File: config.mk
export PLATFORM = sky130hd
export DESIGN_NAME = fetch_unit
export DESIGN_NICKNAME = d
export VERILOG_FILES = /design/src/rtl/fetch_unit.sv
export SDC_FILE = /design/constraint.sdc
export NUM_CORES = 1
export LEC_CHECK = 0
export BUFFER_PORTS_ARGS = -buffer_cell sky130_fd_sc_hd__buf_4
export CORE_ASPECT_RATIO = 1.2
export CORE_MARGIN = 4
export CORE_UTILIZATION = 50
export DETAILED_ROUTE_END_ITERATION = 6
export PLACE_DENSITY = 0.77
export SETUP_SLACK_MARGIN = 0.05
export SLEW_MARGIN = 20
export SYNTH_ARGS = -nofsm -noshare
export SYNTH_HDL_FRONTEND = slang
export SYNTH_SLANG_ARGS = --single-unit
File: constraint.sdc
create_clock -name clk -period 2.97 [get_ports clk]
set_clock_uncertainty 0.1 [all_clocks]
set_input_delay 0 -clock clk [delete_from_list [all_inputs] [get_ports clk]]
set_output_delay 0 -clock clk [all_outputs]
set_load 0.01 [all_outputs]
File: src/rtl/fetch_unit.sv
// fetch_unit: RiSC-16 program counter and instruction fetch over a req/ack imem port.
// Holds ir/pc for the decoder, retires on exec_ready and latches a sticky fetch-timeout fault.
`default_nettype none

module fetch_unit #(
    parameter logic [15:0] RESET_PC       = 16'h0000,
    parameter int unsigned TIMEOUT_CYCLES = 255
) (
    input  logic        clk,
    input  logic        rst,
    output logic        imem_req,
    output logic [15:0] imem_addr,
    input  logic        imem_ack,
    input  logic [15:0] imem_rdata,
    output logic [15:0] ir,
    output logic [15:0] pc,
    output logic        ir_valid,
    input  logic [1:0]  branch,
    input  logic        beq_equal,
    input  logic [15:0] jalr_target,
    input  logic        exec_ready,
    output logic        fault
);

    localparam logic [15:0] TMO_LAST = 16'(TIMEOUT_CYCLES - 1);

    typedef enum logic [1:0] {
        S_REQ  = 2'd0,
        S_WAIT = 2'd1,
        S_EXEC = 2'd2,
        S_HALT = 2'd3
    } state_t;

    state_t      state_q, state_d;
    logic [15:0] pc_q, pc_d;
    logic [15:0] addr_q, addr_d;
    logic [15:0] ir_q, ir_d;
    logic [15:0] cnt_q, cnt_d;
    logic        req_q, req_d;
    logic        valid_q, valid_d;
    logic        fault_q, fault_d;

    logic [15:0] pc_inc;
    logic [15:0] beq_off;
    logic [15:0] next_pc;

    always_ff @(posedge clk or negedge rst) begin
        if (!rst) begin
            state_q <= S_REQ;
            pc_q    <= RESET_PC;
            addr_q  <= RESET_PC;
            ir_q    <= 16'h0000;
            cnt_q   <= 16'h0000;
            req_q   <= 1'b0;
            valid_q <= 1'b0;
            fault_q <= 1'b0;
        end else begin
            state_q <= state_d;
            pc_q    <= pc_d;
            addr_q  <= addr_d;
            ir_q    <= ir_d;
            cnt_q   <= cnt_d;
            req_q   <= req_d;
            valid_q <= valid_d;
            fault_q <= fault_d;
        end
    end

    // Branch target arithmetic wraps naturally at 16 bits.
    always_comb begin
        pc_inc  = pc_q + 16'd1;
        beq_off = {{9{ir_q[6]}}, ir_q[6:0]};
        case (branch)
            2'b10:   next_pc = beq_equal ? (pc_inc + beq_off) : pc_inc;
            2'b01:   next_pc = jalr_target;
            default: next_pc = pc_inc;
        endcase
    end

    always_comb begin
        state_d = state_q;
        pc_d    = pc_q;
        addr_d  = addr_q;
        ir_d    = ir_q;
        cnt_d   = cnt_q;
        req_d   = req_q;
        valid_d = valid_q;
        fault_d = fault_q;

        case (state_q)
            S_REQ: begin
                req_d   = 1'b1;
                addr_d  = pc_q;
                cnt_d   = 16'h0000;
                state_d = S_WAIT;
            end
            S_WAIT: begin
                // An ack on the timeout edge takes priority over the fault.
                if (imem_ack) begin
                    ir_d    = imem_rdata;
                    valid_d = 1'b1;
                    req_d   = 1'b0;
                    cnt_d   = 16'h0000;
                    state_d = S_EXEC;
                end else if (cnt_q == TMO_LAST) begin
                    fault_d = 1'b1;
                    req_d   = 1'b0;
                    state_d = S_HALT;
                end else begin
                    cnt_d = cnt_q + 16'd1;
                end
            end
            S_EXEC: begin
                if (exec_ready) begin
                    pc_d    = next_pc;
                    valid_d = 1'b0;
                    state_d = S_REQ;
                end
            end
            default: begin
                req_d = 1'b0;
            end
        endcase
    end

    assign imem_req  = req_q;
    assign imem_addr = addr_q;
    assign ir        = ir_q;
    assign pc        = pc_q;
    assign ir_valid  = valid_q;
    assign fault     = fault_q;

endmodule

`default_nettype wire

==> metrics.json, run 1 <==
{
  "cts": {
    "cts_htree_levels": 3,
    "cts.root.buffer_cell": "clkbuf_8",
    "cts_made_buffers": 9,
    "cts-root-to-sink-buffers": 2,
    "path_clk_slew_ps": 90,
    "clock_latency_on_the_worst_skew_pair_ps": 350,
    "cts_tree": "done",
    "clock_sinks": 69
  },
  "floorplanning": {
    "io-pin-count": 90,
    "floorplan.initialDensity_pct": 52.36,
    "die_w_um": 93.04,
    "core_region_area_mm2": 0.008288,
    "floorplan.die.height_um": 110.1,
    "std_cell_rows": 36,
    "die_area_mm2": 0.01024
  },
  "layout": {
    "num_antenna_cells": 0,
    "final_core_util_pct": 75.44,
    "nNetsFinal": 711,
    "fillers": 620,
    "final_standard_cell_count_with_taps_included_and_fillers_excluded": 767,
    "area_growth_syn_to_layout_pct": 44.09,
    "final_cell_area_mm2": 0.006252,
    "layout-drive-gt1-share_pct": 34.30
  },
  "worst_hold_path": {
    "holdPathEnd": "pc[15]",
    "hold_path.startpoint": "jalr_target[15]",
    "hold_path_depth": 5,
    "worst_hold_path_type": "input port to flop"
  },
  "worst_setup_path": {
    "critPathMaxFanout": 5,
    "timing.critical_path.to_type": "flop",
    "r2r-start": "pc[4]",
    "crit_path_max_delay_cell_type": "dfrtp_1",
    "crit_path_start_kind": "flop",
    "r2r_slack_ps": -60,
    "critical_register_to_register_path_endpoint": "pc[15]",
    "cpMostUsedCell": "buf_4",
    "ff2ff_path_depth": 13,
    "crit_arrival_ps": 3170,
    "timing_worst_setup_path_type": "flop to flop",
    "worstPathRequired_ps": 3110,
    "path_cells": "nand4_4 > nor3_4 > buf_4 > nand2_1 > xnor2_2 > ha_1 > and3_4 > a221o_1 > a32oi_2 > a22oi_1 > o41ai_2 > buf_4 > a21oi_1",
    "critPathMaxStageDelay_ps": 420
  },
  "detailed_routing": {
    "drt_drc_violations_left": 0,
    "detail-route-antenna-nets": 0,
    "routed_wire_length_per_instance_um": 17.43,
    "detail_route.iter0.violations": 232,
    "vias": 4362,
    "detail_route.first_pass.iterations": 5,
    "postRouteWirelength_mm": 13.37,
    "via_per_inst": 5.687
  },
  "synthesis": {
    "post_synth_inst_count": 478,
    "synth-seq-cells": 69,
    "ys_dominant_reg_cell": "dfrtp_1",
    "synth_most_common_cell": "nand2_1",
    "post-synth-top-area-cell": "dfrtp_1",
    "async_reset_ff_share_pct": 100.0,
    "synth_top_area_share_pct": 39.79,
    "syn_nets": 541,
    "ys_top_cells_by_count": "nand2_1 (82), dfrtp_1 (69), nor2_1 (32)",
    "synth.avg_cell_area_um2": 9.078,
    "synth.top_cells.by_area": "dfrtp_1 (40%), nand2_1 (7.1%), ha_1 (6.6%)",
    "synth-edff-count": 0,
    "yosysWarnings": 0,
    "synth-seq-area-share_pct": 39.79,
    "synth.distinct_cells": 60,
    "synthesis.area_mm2": 0.004339
  },
  "pwr": {
    "vdd_drop_max_mv": 0.5591,
    "power_per_cell_area_mw_per_mm2": 1064,
    "leakagePower_uw": 0.003062
  },
  "global_routing": {
    "grt_util_all_layers_pct": 27.53,
    "grt_pass1_wl_mm": 21.98,
    "pin_count_of_the_biggest_net_entering_global_routing": 70,
    "initial_antenna_violation_count": 0,
    "first_global_vias": 4560,
    "grt_total_ovfl": 0
  },
  "sta": {
    "post-route-min-period_ps": 3030,
    "hold_slack_ps": 9.739,
    "setup_viol": 2,
    "rsz0062_at_grt": "true",
    "tightest_slew_ps": 862.7,
    "setup_ws_ps": -59.62,
    "max_slew_margin_pct": 42.49,
    "achievable-frequency_mhz": 330.1,
    "number_of_endpoints_with_negative_hold_slack_in_the_final_report": 0,
    "slew_violations": 0,
    "min_period_over_period_pct": 102.0
  },
  "placement": {
    "dp_cells": 712,
    "portbufs": 89,
    "post-place-ws_ps": -151.1,
    "globalplace.congestion": 0.9273,
    "placed_cell_area_mm2": 0.005492,
    "dp_hpwl_mm": 9.892
  },
  "outcome": {
    "result_of_the_run": "finished with violations",
    "violated_checks": "negative setup slack"
  },
  "run": {
    "max_cap_violations": 0
  }
}
[worst max-delay path, delay by kind of cell, from the launching register on]
family,cells,cell delay [ps]
compound gates,5,900
simple gates,4,650
flops,1,420
buf+inv,2,340
fa+ha+maj,1,320
xor+xnor,1,200
[worst max-delay path by stage]
stage | start | to | slack [ps]
5_1_grt | pc[4] | pc[15] | -200
4_1_cts | pc[1] | pc[15] | 0.1
3_3_place_gp | pc[5] | pc[15] | -100
6_report | pc[4] | pc[15] | -60
2_1_floorplan | pc[3] | pc[15] | -9
3_5_place_dp | pc[5] | pc[15] | -150
[where the power goes]
| part | internal, uW | switching [uW] |
|---|---|---|
| Combinational | 2070 | 2080 |
| Sequential | 1280 | 337 |
| Clock | 487 | 404 |
[state kept, by name, indices dropped and copies added (netlist names)]
signal	flops
ir	16
cnt_q	16
state_q	2
imem_req	1
fault	1
imem_addr	16
ir_valid	1
pc	16
[cell type report]
class / instances / area (um^2) / share of cell area, %
multi-input cells: 373 / 2675 / 42.79
inverters: 17 / 68.82 / 1.101
repair buffers: 178 / 1405 / 22.47
clock inverters: 7 / 106.4 / 1.701
flip-flops and latches: 69 / 1730 / 27.68
well taps: 114 / 142.6 / 2.281
clock buffers: 9 / 123.9 / 1.981
[layout by cell type (no fill, tap or decap), types with 11 or more instances in the layout]
master,n
a21oi_1,20
buf_4,151
dfrtp_1,66
dlygate4sd3_1,26
ha_1,20
inv_1,14
mux2_2,16
nand2_1,81
nand3_1,11
nor2_1,31
o21ai_0,16
xnor2_1,13
xor2_1,14
[cells by family after synthesis]
group | share of synthesized area (%)
mux | 5.306
buf+inv | 3.431
simple gates | 19.69
fa+ha+maj | 7.094
compound gates | 17.42
xor+xnor | 7.267
flops | 39.79
[stage by stage]
stage | power (uW) | TNS [ps]
3_3_place_gp | 5257 | -141.7
6_report | 6655 | -80.37
4_1_cts | 6435 | 0
5_1_grt | 7108 | -592.3
3_5_place_dp | 5346 | -257.8
2_1_floorplan | 3732 | -8.786
[routing by layer]
| metal | vias up | wire length [um] | GRT usage (%) |
|---|---|---|---|
| li1 | 2051 | - | - |
| met1 | 2100 | 5094 | 32.19 |
| met2 | 161 | 7030 | 49.67 |
| met3 | 50 | 736 | 4.752 |
| met4 | 0 | 506 | 12.04 |
| met5 | - | 0 | 0 |
[repair_timing]
item,CTS,global route
pin swaps,20,16
gates resized for setup,21,15
endpoints found under the setup margin,6,10
hold buffers,26,0
buffers inserted,7,6
endpoints found under the hold margin,94,0
Note: power is estimated with default switching activity, not from simulation.
==> run 2: changes to the inputs <==
--- a/config.mk
+++ b/config.mk
@@ -10,6 +10,7 @@
 export CORE_MARGIN = 4
 export CORE_UTILIZATION = 50
 export DETAILED_ROUTE_END_ITERATION = 6
+export GPL_TIMING_DRIVEN = 0
 export PLACE_DENSITY = 0.77
 export SETUP_SLACK_MARGIN = 0.05
 export SLEW_MARGIN = 20
==> run 2 against run 1 <==
- the flow still finishes with violations (negative setup slack)
- largest power group unchanged
- utilization fell by 0.14 points
- count of clock-buffer cells in the layout rose by 4
- flip-flop and latch count did not move
- total power fell by 0.44%
- non-clock buffer count fell by 13
- worst hold slack improved by 3.0 ps
- fmax fell by 4.1%
- critical path depth did not move
- critical endpoint unchanged
- die area did not move
==> metrics.json, run 2 (synthesis results as in run 1) <==
{
  "worst_setup_path": {
    "worst_path_dominant_cell_family": "compound AO/OA/AOI/OAI gates",
    "path_buf_inv": {"value": 1, "change": "-1"},
    "path_cells": "buf_8 > and4_4 > and3_1 > and2_4 > xor2_4 > ha_4 > and2_1 > a221oi_2 > mux2i_1 > a22oi_1 > o41ai_2 > o31ai_1 > a21oi_1",
    "timing.critical_path.to_type": "flop",
    "crit_arrival": {"value": 3310, "unit": "ps", "change": "+140 ps"},
    "worstPathRequired": {"value": 3120, "unit": "ps", "change": "about the same"},
    "crit_path_max_delay_cell_type": "dfrtp_1",
    "timing_worst_setup_path_type": "flop to flop",
    "critPathMaxStageDelay": {"value": 390, "unit": "ps", "change": "-30 ps"},
    "crit_path_start_kind": "flop",
    "critPathMaxFanout": {"value": 9, "change": "+4"}
  },
  "layout": {
    "area_growth_syn_to_layout_pct": 43.83,
    "num_antenna_cells": {"value": 0, "change": "unchanged"},
    "nNetsFinal": {"value": 698, "change": "-1.8%"},
    "fillers": {"value": 606, "change": "-2.3%"},
    "layout-drive-gt1-share": {"value": 32.81, "unit": "%", "change": "-1.5 points"},
    "final_core_util": {"value": 75.30, "unit": "%", "change": "-0.14 points"},
    "most-common-layout-cells": "buf_4 (117), nand2_1 (77), dfrtp_1 (61), nor2_1 (30), dlygate4sd3_1 (27)",
    "layout.cells.most_common": "buf_4"
  },
  "floorplanning": {
    "std_cell_rows": {"value": 36, "change": "unchanged"},
    "io-pin-count": {"value": 90, "change": "unchanged"},
    "floorplan.initialDensity": {"value": 52.36, "unit": "%", "change": "unchanged"},
    "floorplan.die.height": {"value": 110.1, "unit": "um", "change": "unchanged"},
    "die_area": {"value": 0.01024, "unit": "mm^2", "change": "unchanged"},
    "die_w": {"value": 93.04, "unit": "um", "change": "unchanged"},
    "core_region_area": {"value": 0.008288, "unit": "mm^2", "change": "unchanged"}
  },
  "placement": {
    "portbufs": {"value": 89, "change": "unchanged"},
    "dp_hpwl": {"value": 8.995, "unit": "mm", "change": "-9.1%"},
    "globalplace.congestion": {"value": 0.9551, "change": "+3.0%"}
  },
  "pwr": {
    "vdd_drop_max": {"value": 0.7360, "unit": "mV", "change": "+32%"},
    "leakagePower": {"value": 0.002959, "unit": "uW", "change": "-3.3%"},
    "power_per_cell_area": {"value": 1062, "unit": "mW/mm^2", "change": "-0.26%"}
  },
  "global_routing": {
    "pin_count_of_the_biggest_net_entering_global_routing": {"value": 70, "change": "unchanged"},
    "grt_total_ovfl": {"value": 0, "change": "unchanged"},
    "grt_pass1_wl": {"value": 20.73, "unit": "mm", "change": "-5.7%"},
    "initial_antenna_violation_count": {"value": 0, "change": "unchanged"},
    "grt_util_all_layers": {"value": 26.36, "unit": "%", "change": "-1.2 points"},
    "first_global_vias": {"value": 4228, "change": "-7.3%"}
  },
  "cts": {
    "cts_htree_levels": {"value": 3, "change": "unchanged"},
    "clock_latency_on_the_worst_skew_pair": {"value": 360, "unit": "ps", "change": "about the same"},
    "cts_tree": "done",
    "clock_sinks": {"value": 69, "change": "unchanged"},
    "cts.root.buffer_cell": "clkbuf_8",
    "cts_made_buffers": {"value": 9, "change": "unchanged"},
    "cts-root-to-sink-buffers": {"value": 2, "change": "unchanged"},
    "path_clk_slew": {"value": 80, "unit": "ps", "change": "about the same"}
  },
  "sta": {
    "setup_viol": {"value": 2, "change": "unchanged"},
    "tightest_slew": {"value": 885.8, "unit": "ps", "change": "+23.10 ps"},
    "number_of_endpoints_with_negative_hold_slack_in_the_final_report": {"value": 0, "change": "unchanged"},
    "totalNegativeSetupSlack": {"value": -334.1, "unit": "ps", "change": "-253.8 ps"},
    "post-route-min-period": {"value": 3159, "unit": "ps", "change": "+129.4 ps"},
    "slew_violations": {"value": 0, "change": "unchanged"},
    "rsz0062_at_grt": "true",
    "achievable-frequency": {"value": 316.6, "unit": "MHz", "change": "-4.1%"},
    "max_slew_margin": {"value": 40.95, "unit": "%", "change": "-1.5 points"},
    "min_period_over_period": {"value": 106.4, "unit": "%", "change": "+4.4 points"},
    "setup_ws": {"value": -189.0, "unit": "ps", "change": "-129.4 ps"}
  },
  "outcome": {
    "violated_checks": "negative setup slack",
    "result_of_the_run": "finished with violations"
  },
  "detailed_routing": {
    "routed_wire_length_per_instance": {"value": 17.78, "unit": "um", "change": "+2.0%"},
    "vias": {"value": 4379, "change": "+0.39%"},
    "via_per_inst": {"value": 5.808, "change": "+2.1%"},
    "drt_drc_violations_left": {"value": 0, "change": "unchanged"},
    "detail-route-antenna-nets": {"value": 0, "change": "unchanged"},
    "detail_route.first_pass.iterations": {"value": 5, "change": "unchanged"},
    "postRouteWirelength": {"value": 13.41, "unit": "mm", "change": "+0.30%"},
    "detail_route.iter0.violations": {"value": 355, "change": "+53%"}
  },
  "run": {
    "max_cap_violations": {"value": 0, "change": "unchanged"}
  },
  "worst_hold_path": {
    "worst_hold_path_type": "input port to flop"
  }
}
run 2: final cells by class:
class                   count  area (um^2)  area share, %
well taps                 114        142.6          2.285
clock inverters             3        43.79         0.7017
inverters                  17        65.06          1.043
flip-flops and latches     69         1737          27.83
repair buffers            146         1184          18.97
clock buffers              13        158.9          2.546
multi-input cells         373         2808          44.99
plain buffers              19        102.6          1.644
run 2: tightest hold or removal path: cells and delay by family:
family                 cells  cell delay (ps)
AOI/OAI and AO/OA          3              360
buffers and inverters      1               80
run 2: what timing repair did:
action                                  in CTS  in global routing
resized for setup                           19                 39
endpoints found under the setup margin       6                  7
hold buffers                                27                  0
pin swaps                                   13                 25
hold endpoints to repair                    96                  0
buffers inserted                            20                 11
run 2: routing by layer:
metal	part of all wire, %	up-vias	track usage [%]
met3	6.8	54	6.993
met4	4.1	0	11.73
met5	0	-	0
met2	51	214	46.63
li1	-	2028	-
met1	38	2083	29.94
run 2: report_power, final:
part / switching, uW / internal [uW] / leakage, uW
clock: 371 / 435 / 0.000104
sequential: 396 / 1290 / 0.000860
combinational: 2080 / 2060 / 0.00200
run 2: per-stage QoR:
stage	instance area [um^2]	setup slack [ps]	power (uW)	std cells	hold slack (ps)
after CTS	5957	-218.1	6065	744	2.646
final	6241	-189.0	6626	754	12.72
after global placement	5215	-451.0	4777	681	63.00
after floorplan	4404	-8.786	3732	478	-395.6
after detailed placement	5215	-487.1	4871	681	77.37
after global routing	6241	-361.6	7039	754	29.16
run 2: path summary, 6_finish.rpt:
check,cells after the start,slack (ps),start,endpoint
max in group asynchronous,2,1940,rst,pc[10]
max reg2reg,13,-190,pc[8],pc[15]
min in group asynchronous,2,200,rst,pc[4]
min reg2reg,1,370,fault,fault
min,4,10,jalr_target[13],pc[13]
max,13,-190,pc[8],pc[15]
